**src/rtl/wb_pipe_stage_pkg.sv**
```systemverilog
// wb_pipe_stage_pkg: shared defaults and constants for the MEM->WB stage
package wb_pipe_stage_pkg;
    localparam int   DATA_W_DEF = 32;
    localparam int   ADDR_W_DEF = 5;
    localparam int   R0_ADDR    = 0;
    localparam logic RST_ACTIVE = 1'b0;
endpackage

```
**src/rtl/wb_pipe_stage_sanitize.sv**
```systemverilog
// wb_lane_sanitize: masks r0 writes and lower lanes that collide with a higher enabled lane
module wb_lane_sanitize
    import wb_pipe_stage_pkg::*;
#(
    parameter int LANES  = 2,
    parameter int ADDR_W = ADDR_W_DEF
) (
    input  logic [LANES-1:0]        i_we,
    input  logic [LANES*ADDR_W-1:0] i_waddr,
    output logic [LANES-1:0]        o_we
);
    always_comb begin
        o_we = '0;
        for (int i = 0; i < LANES; i++) begin
            o_we[i] = i_we[i] && (i_waddr[i*ADDR_W +: ADDR_W] != ADDR_W'(R0_ADDR));
            for (int j = i + 1; j < LANES; j++)
                if (i_we[j] && i_waddr[j*ADDR_W +: ADDR_W] == i_waddr[i*ADDR_W +: ADDR_W])
                    o_we[i] = 1'b0;
        end
    end
endmodule

```
**src/rtl/wb_pipe_stage.sv**
```systemverilog
// wb_pipe_stage: MEM->WB stage with a 2-entry skid buffer, flush and write sanitisation
module wb_pipe_stage
    import wb_pipe_stage_pkg::*;
#(
    parameter int DATA_W = DATA_W_DEF,
    parameter int ADDR_W = ADDR_W_DEF,
    parameter int LANES  = 2
) (
    input  logic                    clk,
    input  logic                    rst,
    input  logic                    flush,
    input  logic                    in_valid,
    output logic                    in_ready,
    input  logic [LANES-1:0]        in_we,
    input  logic [LANES*ADDR_W-1:0] in_waddr,
    input  logic [LANES*DATA_W-1:0] in_wdata,
    output logic                    out_valid,
    input  logic                    out_ready,
    output logic [LANES-1:0]        wb_we,
    output logic [LANES*ADDR_W-1:0] wb_waddr,
    output logic [LANES*DATA_W-1:0] wb_wdata,
    output logic [1:0]              occupancy
);
    logic [LANES-1:0]        r_we    [2];
    logic [LANES*ADDR_W-1:0] r_waddr [2];
    logic [LANES*DATA_W-1:0] r_wdata [2];
    logic                    r_head, r_tail;
    logic [1:0]              r_count;
    logic [LANES-1:0]        w_we_san;
    logic                    w_run, w_push, w_pop;

    wb_lane_sanitize #(.LANES(LANES), .ADDR_W(ADDR_W)) u_san (
        .i_we   (in_we),
        .i_waddr(in_waddr),
        .o_we   (w_we_san)
    );

    assign w_run     = (rst != RST_ACTIVE);
    assign in_ready  = w_run && (r_count != 2'd2);
    assign out_valid = (r_count != 2'd0);
    assign w_push    = in_valid && in_ready && !flush;
    assign w_pop     = out_valid && out_ready && !flush;
    assign occupancy = r_count;
    assign wb_we     = r_we[r_head] & {LANES{w_pop}};
    assign wb_waddr  = out_valid ? r_waddr[r_head] : '0;
    assign wb_wdata  = out_valid ? r_wdata[r_head] : '0;

    // Entry contents survive a flush; out_valid masks them until overwritten.
    always_ff @(posedge clk) begin
        if (!w_run) begin
            r_head  <= 1'b0;
            r_tail  <= 1'b0;
            r_count <= 2'd0;
            r_we    <= '{default: '0};
            r_waddr <= '{default: '0};
            r_wdata <= '{default: '0};
        end else if (flush) begin
            r_head  <= 1'b0;
            r_tail  <= 1'b0;
            r_count <= 2'd0;
        end else begin
            if (w_push) begin
                r_we[r_tail]    <= w_we_san;
                r_waddr[r_tail] <= in_waddr;
                r_wdata[r_tail] <= in_wdata;
                r_tail          <= ~r_tail;
            end
            if (w_pop)
                r_head <= ~r_head;
            r_count <= r_count + {1'b0, w_push} - {1'b0, w_pop};
        end
    end
endmodule
```
**config.mk**
```make
export PLATFORM = sky130hd
export DESIGN_NAME = wb_pipe_stage
export DESIGN_NICKNAME = d
export VERILOG_FILES = /design/src/rtl/wb_pipe_stage_pkg.sv /design/src/rtl/wb_pipe_stage_sanitize.sv /design/src/rtl/wb_pipe_stage.sv
export SDC_FILE = /design/constraint.sdc
export NUM_CORES = 1
export LEC_CHECK = 0
export ABC_AREA = 1
export CAP_MARGIN = 0
export CORE_ASPECT_RATIO = 2
export CORE_MARGIN = 3
export CORE_UTILIZATION = 39
export CTS_CLUSTER_SIZE = 12
export DETAILED_ROUTE_END_ITERATION = 16
export GPL_TIMING_DRIVEN = 1
export PLACE_DENSITY = 0.62
export SYNTH_ARGS = -nofsm -noshare
export SYNTH_HDL_FRONTEND = slang
export SYNTH_SLANG_ARGS = --single-unit
export TNS_END_PERCENT = 20
```
**constraint.sdc**
```tcl
create_clock -name clk -period 2 [get_ports clk]
set_input_delay 0.4 -clock clk [delete_from_list [all_inputs] [get_ports clk]]
set_output_delay 0.4 -clock clk [all_outputs]
set_load 0.1 [all_outputs]
```
==> results of run 1 <==
==> layer usage <==
metal / up-vias / wire [um] / global-route usage
met3: 21 / 866 / 0.0383
met2: 164 / 12400 / 0.435
met1: 3304 / 9030 / 0.278
met5: - / 0 / 0
met4: 0 / 409 / 0.0710
li1: 3392 / - / -
==> state kept, by name (all words and copies together) (netlist names) <==
signal / count
r_wdata: 128
occupancy: 2
r_tail: 1
r_waddr: 20
r_head: 1
r_we: 4
==> how the worst max path moves through the flow <==
stage	end	cells past startpoint
4_1_cts	wb_wdata[7]	6
6_report	wb_wdata[15]	5
3_3_place_gp	occupancy[1]	8
2_1_floorplan	in_ready	4
3_5_place_dp	occupancy[1]	8
5_1_grt	wb_we[1]	8
==> through the flow <==
step                      instance area, sq um  cells  total power [W]   util
after floorplan                           7290    959          0.00368      -
after global placement                    9800   1274          0.00399  0.585
after detailed placement                  9800   1274          0.00400  0.585
after CTS                                10800   1327          0.00719  0.644
after global routing                     11200   1334          0.00742  0.665
final                                    11200   1334          0.00716  0.665
==> kinds of logic after synthesis <==
family	count (synthesis)	share of synthesized area
compound gates	255	0.192
simple gates	449	0.259
flops	156	0.468
fa+ha+maj	2	0.00375
xor+xnor	1	0.00131
buf+inv	96	0.0754
==> cell usage after synthesis <==
| master | n |
|---|---|
| a21oi_1 | 100 |
| a21oi_2 | 1 |
| buf_1 | 3 |
| buf_2 | 7 |
| buf_4 | 1 |
| buf_6 | 17 |
| clkbuf_1 | 44 |
| clkbuf_2 | 2 |
| clkinv_1 | 1 |
| dfxtp_1 | 156 |
| ha_1 | 2 |
| inv_1 | 18 |
| inv_2 | 3 |
| nand2_1 | 172 |
| nand3_1 | 1 |
| nand3_4 | 1 |
| nand4_1 | 2 |
| nor2_1 | 269 |
| nor2_4 | 3 |
| o21ai_0 | 141 |
| o21ai_1 | 13 |
| or2_2 | 1 |
| xnor2_1 | 1 |
==> worst max-delay path, cell delays in order, from the launching register on <==
cell and delay, ns:
dfxtp_4 0.43, buf_8 0.17, clkbuf_16 0.16, nand2_1 0.08, a21oi_4 0.18, buf_12 0.20
==> power groups by stage <==
stage / registers (W) / logic, W / clock network (W)
floorplan: 0.00330 / 0.000382 / 0
global placement: 0.00330 / 0.000693 / 0
detailed placement: 0.00330 / 0.000697 / 0
CTS: 0.00323 / 0.000731 / 0.00323
global route: 0.00324 / 0.000809 / 0.00337
finish: 0.00324 / 0.000748 / 0.00318
==> cell type report <==
type / instances / area [sq um]
Tap cell: 207 / 259
Sequential cell: 156 / 3130
Inverter: 22 / 101
Fill cell: 1440 / 5610
Clock buffer: 20 / 437
Clock inverter: 12 / 138
Multi-Input combinational cell: 707 / 3800
Timing Repair Buffer: 210 / 3280
==> repair_timing <==
action,CTS,global route
endpoints found under the setup margin,76,76
pin swaps,45,42
gates cloned,8,8
gates resized for setup,23,59
setup buffers,14,2
==> summary.md, run 1 <==
| Metric | Value |
|---|---|
| Root Buffer | clkbuf_16 |
| Worst EP required | 1.60 ns |
| Failing checks | setup timing |
| Hold buffer count at CTS | 0 |
| Hold-critical path depth | 2 |
| R2R Path Start | occupancy[0] |
| Area delta synth->final | 67.3% |
| Worst Min Path Start | r_wdata[100] |
| Max Slew Vio Count | 0 |
| Chip width | 98.5 um |
| Via density per instance | 5.16 |
| Post-Syn Nets | 1042 |
| CTS tree | yes |
| RSZ-0062 raised after global routing | yes |
| Cell taking the most area after synthesis | dfxtp_1 |
| GR Overflow Total | 0 |
| Rel. slew slack | 0.587 |
| Via count | 6881 |
| First-pass GRT wire length | 35600 um |
| Synth Instances | 959 |
| Worst hold endpoint | r_wdata[100] |
| Psw | 0.00179 W |
| Setup TNS | -0.474 ns |
| Switching Fraction | 0.250 |
| Final Wtd Congestion | 0.776 |
| Bufs on Longest Clock Path | 2 |
| Min Tclk post-route | 2.04 ns |
| Dpl hpwl | 12700 um |
| Final wirelength | 22700 um |
| Largest net degree at the start of global routing | 153 |
| R2r worst-path depth | 11 |
| Routed wire per std cell | 17.0 um |
| Nets | 1197 |
| Final Hold Viols | 0 |
| I/O pin cnt | 161 |
| Sequential share of the synthesized area | 0.468 |
| DRT iter0 DRCs | 353 |
| Vias in the first global route | 6906 |
| Most frequent cells in the layout | nor2_1 (267), dfxtp_1 (153), o21ai_0 (141), nand2_1 (140), buf_12 (96) |
| Crit-path max FO | 5 |
| Number of max-cap violations | 0 |
| Crit end category | output port |
| RR Endpoint | occupancy[1] |
| Worst-margin pin slew | 0.619 ns |
| Worst slack, placed | -0.102 ns |
| CP startpoint | r_head |
| Top cell type's share of synthesized area | 0.468 |
| Routed Antenna Nets | 0 |
| Skew final | 0.00653 ns |
| N_diodes | 0 |
| Syn Area/Cell | 6.96 sq um |
| Site row count | 67 |
| Initial core utilization | 0.398 |
| Tot GR Track Use | 0.236 |
| Peak Freq | 0.491 GHz |
| P_leak | 4.33 nW |
| Sequential power share | 0.452 |
| Commonest non-fill, non-tap cell in the layout | nor2_1 |
| Internal | 0.00537 W |
| H-tree levels | 4 |
| Die area | 18800 sq um |
| Worst vdd ir | 0.663 mV |
| Synthesized cell area | 6670 sq um |
| CP Data Arrival Time | 1.64 ns |
| Critical Path Source Type | flip-flop |
| Height of the die | 191 um |
| Worst-Skew Late Latency | 0.41 ns |
| DR DRC count | 0 |
| Ratio of final minimum period to clock period | 1.02 |
| Cell variety after synth | 23 |
| Number of synthesized register bits | 156 |
| Total CTS buffers | 17 |
| Crit path kind | flip-flop to output port |
| Area contributors post-synth | dfxtp_1 (47%), nor2_1 (15%), o21ai_0 (11%), nand2_1 (9.7%), a21oi_1 (7.5%) |
| Core area | 16800 sq um |
| Ys Warns | 0 |
| Combinational power share | 0.104 |
| Pwr/cell area | 642 nW/um^2 |
| Reg clk slew, reported paths | 0.07 ns |
| Final WS setup | -0.0358 ns |
| Worst Hold Class | flip-flop to flip-flop |
| Clock sinks | 156 |
| Hold WS | 0.499 ns |
| Final setup viols | 37 |
| R2R Setup Slk | 0.09 ns |
| Share of cells above drive strength 1 | 0.254 |
| TritonRoute pass-1 iters | 4 |
| Clock power share | 0.444 |
| Status | complete, but fails checks |
| Initial antenna violation count | 0 |
| Port bufs | 160 |
No activity file was read; power rests on OpenSTA's default activity.
==> run 2: changes to the inputs <==
Settings changed: ABC_CLOCK_PERIOD_IN_PS from default to 2000.
==> results of run 2 <==
Final layout, timing and power as in run 1 (identical DEF).
==> run 3: changes to the inputs <==
Settings changed: GPL_TIMING_DRIVEN 1 to 0, RECOVER_POWER from default to 25.
==> summary.md, run 3 (synthesis results as in run 1) <==
| Metric | Value |
|---|---|
| Worst Hold Class | input port to flip-flop |
| Worst Min Path Start | rst |
| Total CTS buffers | 17 (unchanged) |
| Initial antenna violation count | 0 (unchanged) |
| Routed Antenna Nets | 0 (unchanged) |
| Worst-Skew Late Latency | 0.42 ns (about the same) |
| Site row count | 67 (unchanged) |
| P_leak | 4.16 nW (-3.8%) |
| I/O pin cnt | 161 (unchanged) |
| R2R Setup Slk | 0.16 ns (+0.07 ns) |
| RSZ-0062 raised after global routing | yes |
| N_diodes | 0 (unchanged) |
| Worst vdd ir | 0.577 mV (-13%) |
| Port bufs | 159 (-0.63%) |
| Register area | 3130 sq um (unchanged) |
| Failing checks | setup timing |
| Status | complete, but fails checks |
| CP max stage cell | dfxtp_4 |
| Area delta synth->final | 62.7% |
| Final WS setup | -0.0646 ns (-0.0288 ns) |
| Height of the die | 191 um (unchanged) |
| Nets | 1226 (+2.4%) |
| Vias in the first global route | 6915 (+0.13%) |
| Max Slew Vio Count | 0 (unchanged) |
| Final wirelength | 21900 um (-3.7%) |
| Crit path cell chain | inv_8 -> clkbuf_16 -> clkbuf_16 -> nand2_2 -> a21oi_4 -> buf_12 |
| R2R Path Start | occupancy[0] |
| Final Hold Viols | 0 (unchanged) |
| Clock sinks | 156 (unchanged) |
| First-pass GRT wire length | 35200 um (-1.1%) |
| Multi-input gate area | 3700 sq um (-2.6%) |
| Tot GR Track Use | 0.233 (-0.00332) |
| CTS tree | yes |
| Rel. slew slack | 0.370 (-0.217) |
| Skew final | 0.00890 ns (+0.00237 ns) |
| Filler cell count | 1497 (+4.0%) |
| Critical Path Max Stage Delay | 0.39 ns (-0.04 ns) |
| GR Overflow Total | 0 (unchanged) |
| CP startpoint | r_head |
| Via count | 6903 (+0.32%) |
| CP Data Arrival Time | 1.66 ns (+0.02 ns) |
| Post-route cell area | 10900 sq um (-2.7%) |
| H-tree levels | 4 (unchanged) |
| Core area | 16800 sq um (unchanged) |
| Most used cell, CP | clkbuf_16 |
| Dpl hpwl | 15400 um (+21%) |
| DRT iter0 DRCs | 326 (-7.6%) |
| Reg clk slew, reported paths | 0.06 ns (about the same) |
| Max FFs per register | 128 (unchanged) |
| TritonRoute pass-1 iters | 5 (+1) |
| Placed inst area | 9140 sq um (-6.7%) |
| Initial core utilization | 0.398 (unchanged) |
| Bufs on Longest Clock Path | 2 (unchanged) |
| Peak Freq | 0.484 GHz (-1.4%) |
| Critical path capture point | wb_wdata[47] |
| R2r worst-path depth | 9 (-2) |
| Via density per instance | 5.07 (-1.7%) |
| Worst-margin pin slew | 0.949 ns (+0.330 ns) |
| Crit end category | output port |
| Final setup viols | 33 (-11%) |
| Critical Path Source Type | flip-flop |
| Most frequent cells in the layout | nor2_1 (267), nand2_1 (161), dfxtp_1 (153), o21ai_0 (141), clkdlybuf4s50_1 (79) |
| Largest net degree at the start of global routing | 17 (-89%) |
| Root Buffer | clkbuf_16 |
| Die area | 18800 sq um (unchanged) |
| Biggest regs | r_wdata: 128 flops, r_waddr: 20 flops, r_we: 4 flops |
| Share of cells above drive strength 1 | 0.229 (-0.0243) |
| Worst slack, placed | -1.15 ns (-1.05 ns) |
| Final Wtd Congestion | 0.801 (+3.2%) |
| RR Endpoint | occupancy[1] |
| Chip width | 98.5 um (unchanged) |
| Commonest non-fill, non-tap cell in the layout | nor2_1 |
| Min Tclk post-route | 2.06 ns (+0.0288 ns) |
| Ratio of final minimum period to clock period | 1.03 (+0.0144) |
| Crit-path max FO | 7 (+2) |
| DR DRC count | 0 (unchanged) |
| Number of max-cap violations | 0 (unchanged) |
| Worst EP required | 1.60 ns (about the same) |
| Crit path kind | flip-flop to output port |
| Pwr/cell area | 674 nW/um^2 (+5.1%) |
| Routed wire per std cell | 16.1 um (-5.7%) |
| Biggest register | r_wdata |
## run 3: cell types whose count changed in the layout (fill, tap and decap cells not counted), sizes merged
cell	delta
buf	-14
clkbuf	+41
clkdlybuf4s15	+2
clkdlybuf4s50	+1
bufinv	+1
inv	-3
## run 3: layout make-up
cell class / instances / area share
well taps: 207 / 0.0239
flip-flops and latches: 156 / 0.289
clock buffers: 21 / 0.0435
clock inverters: 10 / 0.0129
plain buffers: 73 / 0.0628
inverters: 22 / 0.00864
repair buffers: 166 / 0.218
multi-input cells: 707 / 0.341
## run 3: worst min path at each step
stage                   to  cells after the start  slack (ns)
2_1_floorplan  r_wdata[87]                      2        0.46
3_3_place_gp   r_wdata[99]                      2        0.48
3_5_place_dp   r_wdata[35]                      2        0.49
4_1_cts             r_head                      5        0.42
5_1_grt             r_head                      5        0.47
6_report            r_head                      5        0.45
## run 3: per-stage QoR
stage,power (W),util,cells,setup TNS (ns),hold WS (ns)
finish,0.00732,0.647,1362,-0.781,0.451
global route,0.00758,0.647,1362,-5.71,0.472
CTS,0.00735,0.618,1355,-2.97,0.422
detailed placement,0.00399,0.545,1325,-89.53,0.487
global placement,0.00399,0.545,1325,-91.04,0.476
floorplan,0.00368,-,959,-13.85,0.461
## run 3: worst max-delay path, delay by kind of cell (launching register included)
kind	cells	cell delay [ns]
buffers and inverters	4	0.60
flip-flops	1	0.39
AO/OA/AOI/OAI	1	0.20
AND/OR/NAND/NOR	1	0.06
## run 3: report_power, final
group	internal, W	switching (W)	total (W)	leakage (nW)
logic	0.000314	0.000426	0.000740	2.60
clock network	0.00206	0.00128	0.00334	0.290
registers	0.00319	0.0000450	0.00324	1.27
total	0.00557	0.00175	0.00732	4.16
## run 3: routing by layer
metal,GRT usage,share of wire,up-vias
met5,0,0,-
met4,0.0652,0.017,0
met3,0.0413,0.040,24
met2,0.435,0.54,172
met1,0.268,0.40,3262
li1,-,-,3445
## run 3: repair_timing
item	in CTS	in global routing
setup buffers	0	5
pin swaps	4	9
hold buffers	0	0
cloned	0	2
gates resized for setup	671	104
setup endpoints to repair	80	78
==> RTL edit: new RTL, config.mk and constraints of run 1 <==
Change the package constant `ADDR_W_DEF` from 5 to 6.
--- a/src/rtl/wb_pipe_stage_pkg.sv
+++ b/src/rtl/wb_pipe_stage_pkg.sv
@@ -1,7 +1,7 @@
 // wb_pipe_stage_pkg: shared defaults and constants for the MEM->WB stage
 package wb_pipe_stage_pkg;
     localparam int   DATA_W_DEF = 32;
-    localparam int   ADDR_W_DEF = 5;
+    localparam int   ADDR_W_DEF = 6;
     localparam int   R0_ADDR    = 0;
     localparam logic RST_ACTIVE = 1'b0;
 endpackage
Interface: changed (resized in_waddr and wb_waddr); port bits go from 161 to 165. The function was not compared with the original's and may differ.
==> RTL edit against run 1 <==
Die area is 1.3% higher; combinational power increased by 4.1%; total power increased by 1.3%; routed wire length grew 0.70%; count of clock-buffer cells in the layout decreased by 1; register-to-register slack improved by 150 ps; first-iteration DRC count grew 1.7%; area after synthesis up 1.3%; critical endpoint is now wb_wdata[51]; cell area grew 1.2%; the flow still finishes with violations (negative setup slack); sequential power increased by 2%; utilization grew 0.43 points; largest power group unchanged; sequential cell count increased by 4; worst setup slack better by 12 ps.
==> RTL edit: results <==
export IMPL_whs_path_depth=3
export IMPL_setup_viol=23
export IMPL_drive_gt1_share_pct=22.74
export IMPL_postCtsSetupRepairBufs=0
export IMPL_grt_pass1_wl_um=34980
export IMPL_setup_ws_ps=-23.41
export IMPL_violations="negative setup slack"
export IMPL_use_met2_pct=40.34
export IMPL_reg_top3="r_wdata: 128 flops, r_waddr: 24 flops, r_we: 4 flops"
export IMPL_drt_met1_wl_um=9285
export IMPL_grt_pass1_vias=6724
export IMPL_grt_use_met3_pct=3.926
export IMPL_grt_usage_pct=22.95
export IMPL_p_leak_nw=4.261
export IMPL_slew_headroom_pct=63.52
export IMPL_power_internal_mw=5.375
export IMPL_min_to="r_we[3]$_SDFFE_PN0P_"
export IMPL_critPathCapture="wb_wdata[51]"
export IMPL_via_per_inst=5.190
export IMPL_syn_nets=1073
export IMPL_nNetsFinal=1221
export IMPL_place_gp_congestion=0.7754
export IMPL_syn_inst=988
export IMPL_tns_ps=-187.0
export IMPL_cpPeakStageDelay_ps=410
export IMPL_min_path_type="in -> reg"
export IMPL_routedWlPerCell_um=16.89
export IMPL_drt_iter0_markers=359
export IMPL_placed_cells=1306
export IMPL_outcome="finished, violations left"
export IMPL_dp_hpwl_um=13190
export IMPL_path_max_fanout=9
## RTL edit: cell types whose count changed in the layout (fill, tap and decap cells not counted), moves of 7 or more
| cell | change |
|---|---|
| nand2_1 | +25 |
| nand2_2 | -12 |
| o21ai_0 | +16 |
| a21oi_4 | +16 |
| nor2_1 | +7 |
| a21oi_2 | -16 |
| o21ai_1 | -13 |
## RTL edit: cells by family (layout without fill, tap and decap cells)
kind of cell	count (synthesis)	count (layout)	synth area share [%]
and+or+nand+nor	464	464	26.42
AOI/OAI and AO/OA	262	262	19.47
DFF	160	160	47.39
buffers and inverters	99	259	6.220
adders and majority gates	2	2	0.3702
xor gates and xnor gates	1	1	0.1296
other	0	1	0
## RTL edit: cell type report
type	instances	area share, %
diodes	1	0.02217
well taps	207	2.295
clock inverters	12	1.109
multi-input cells	729	34.94
flip-flops and latches	160	28.48
repair buffers	203	28.25
clock buffers	19	3.925
inverters	25	0.9756
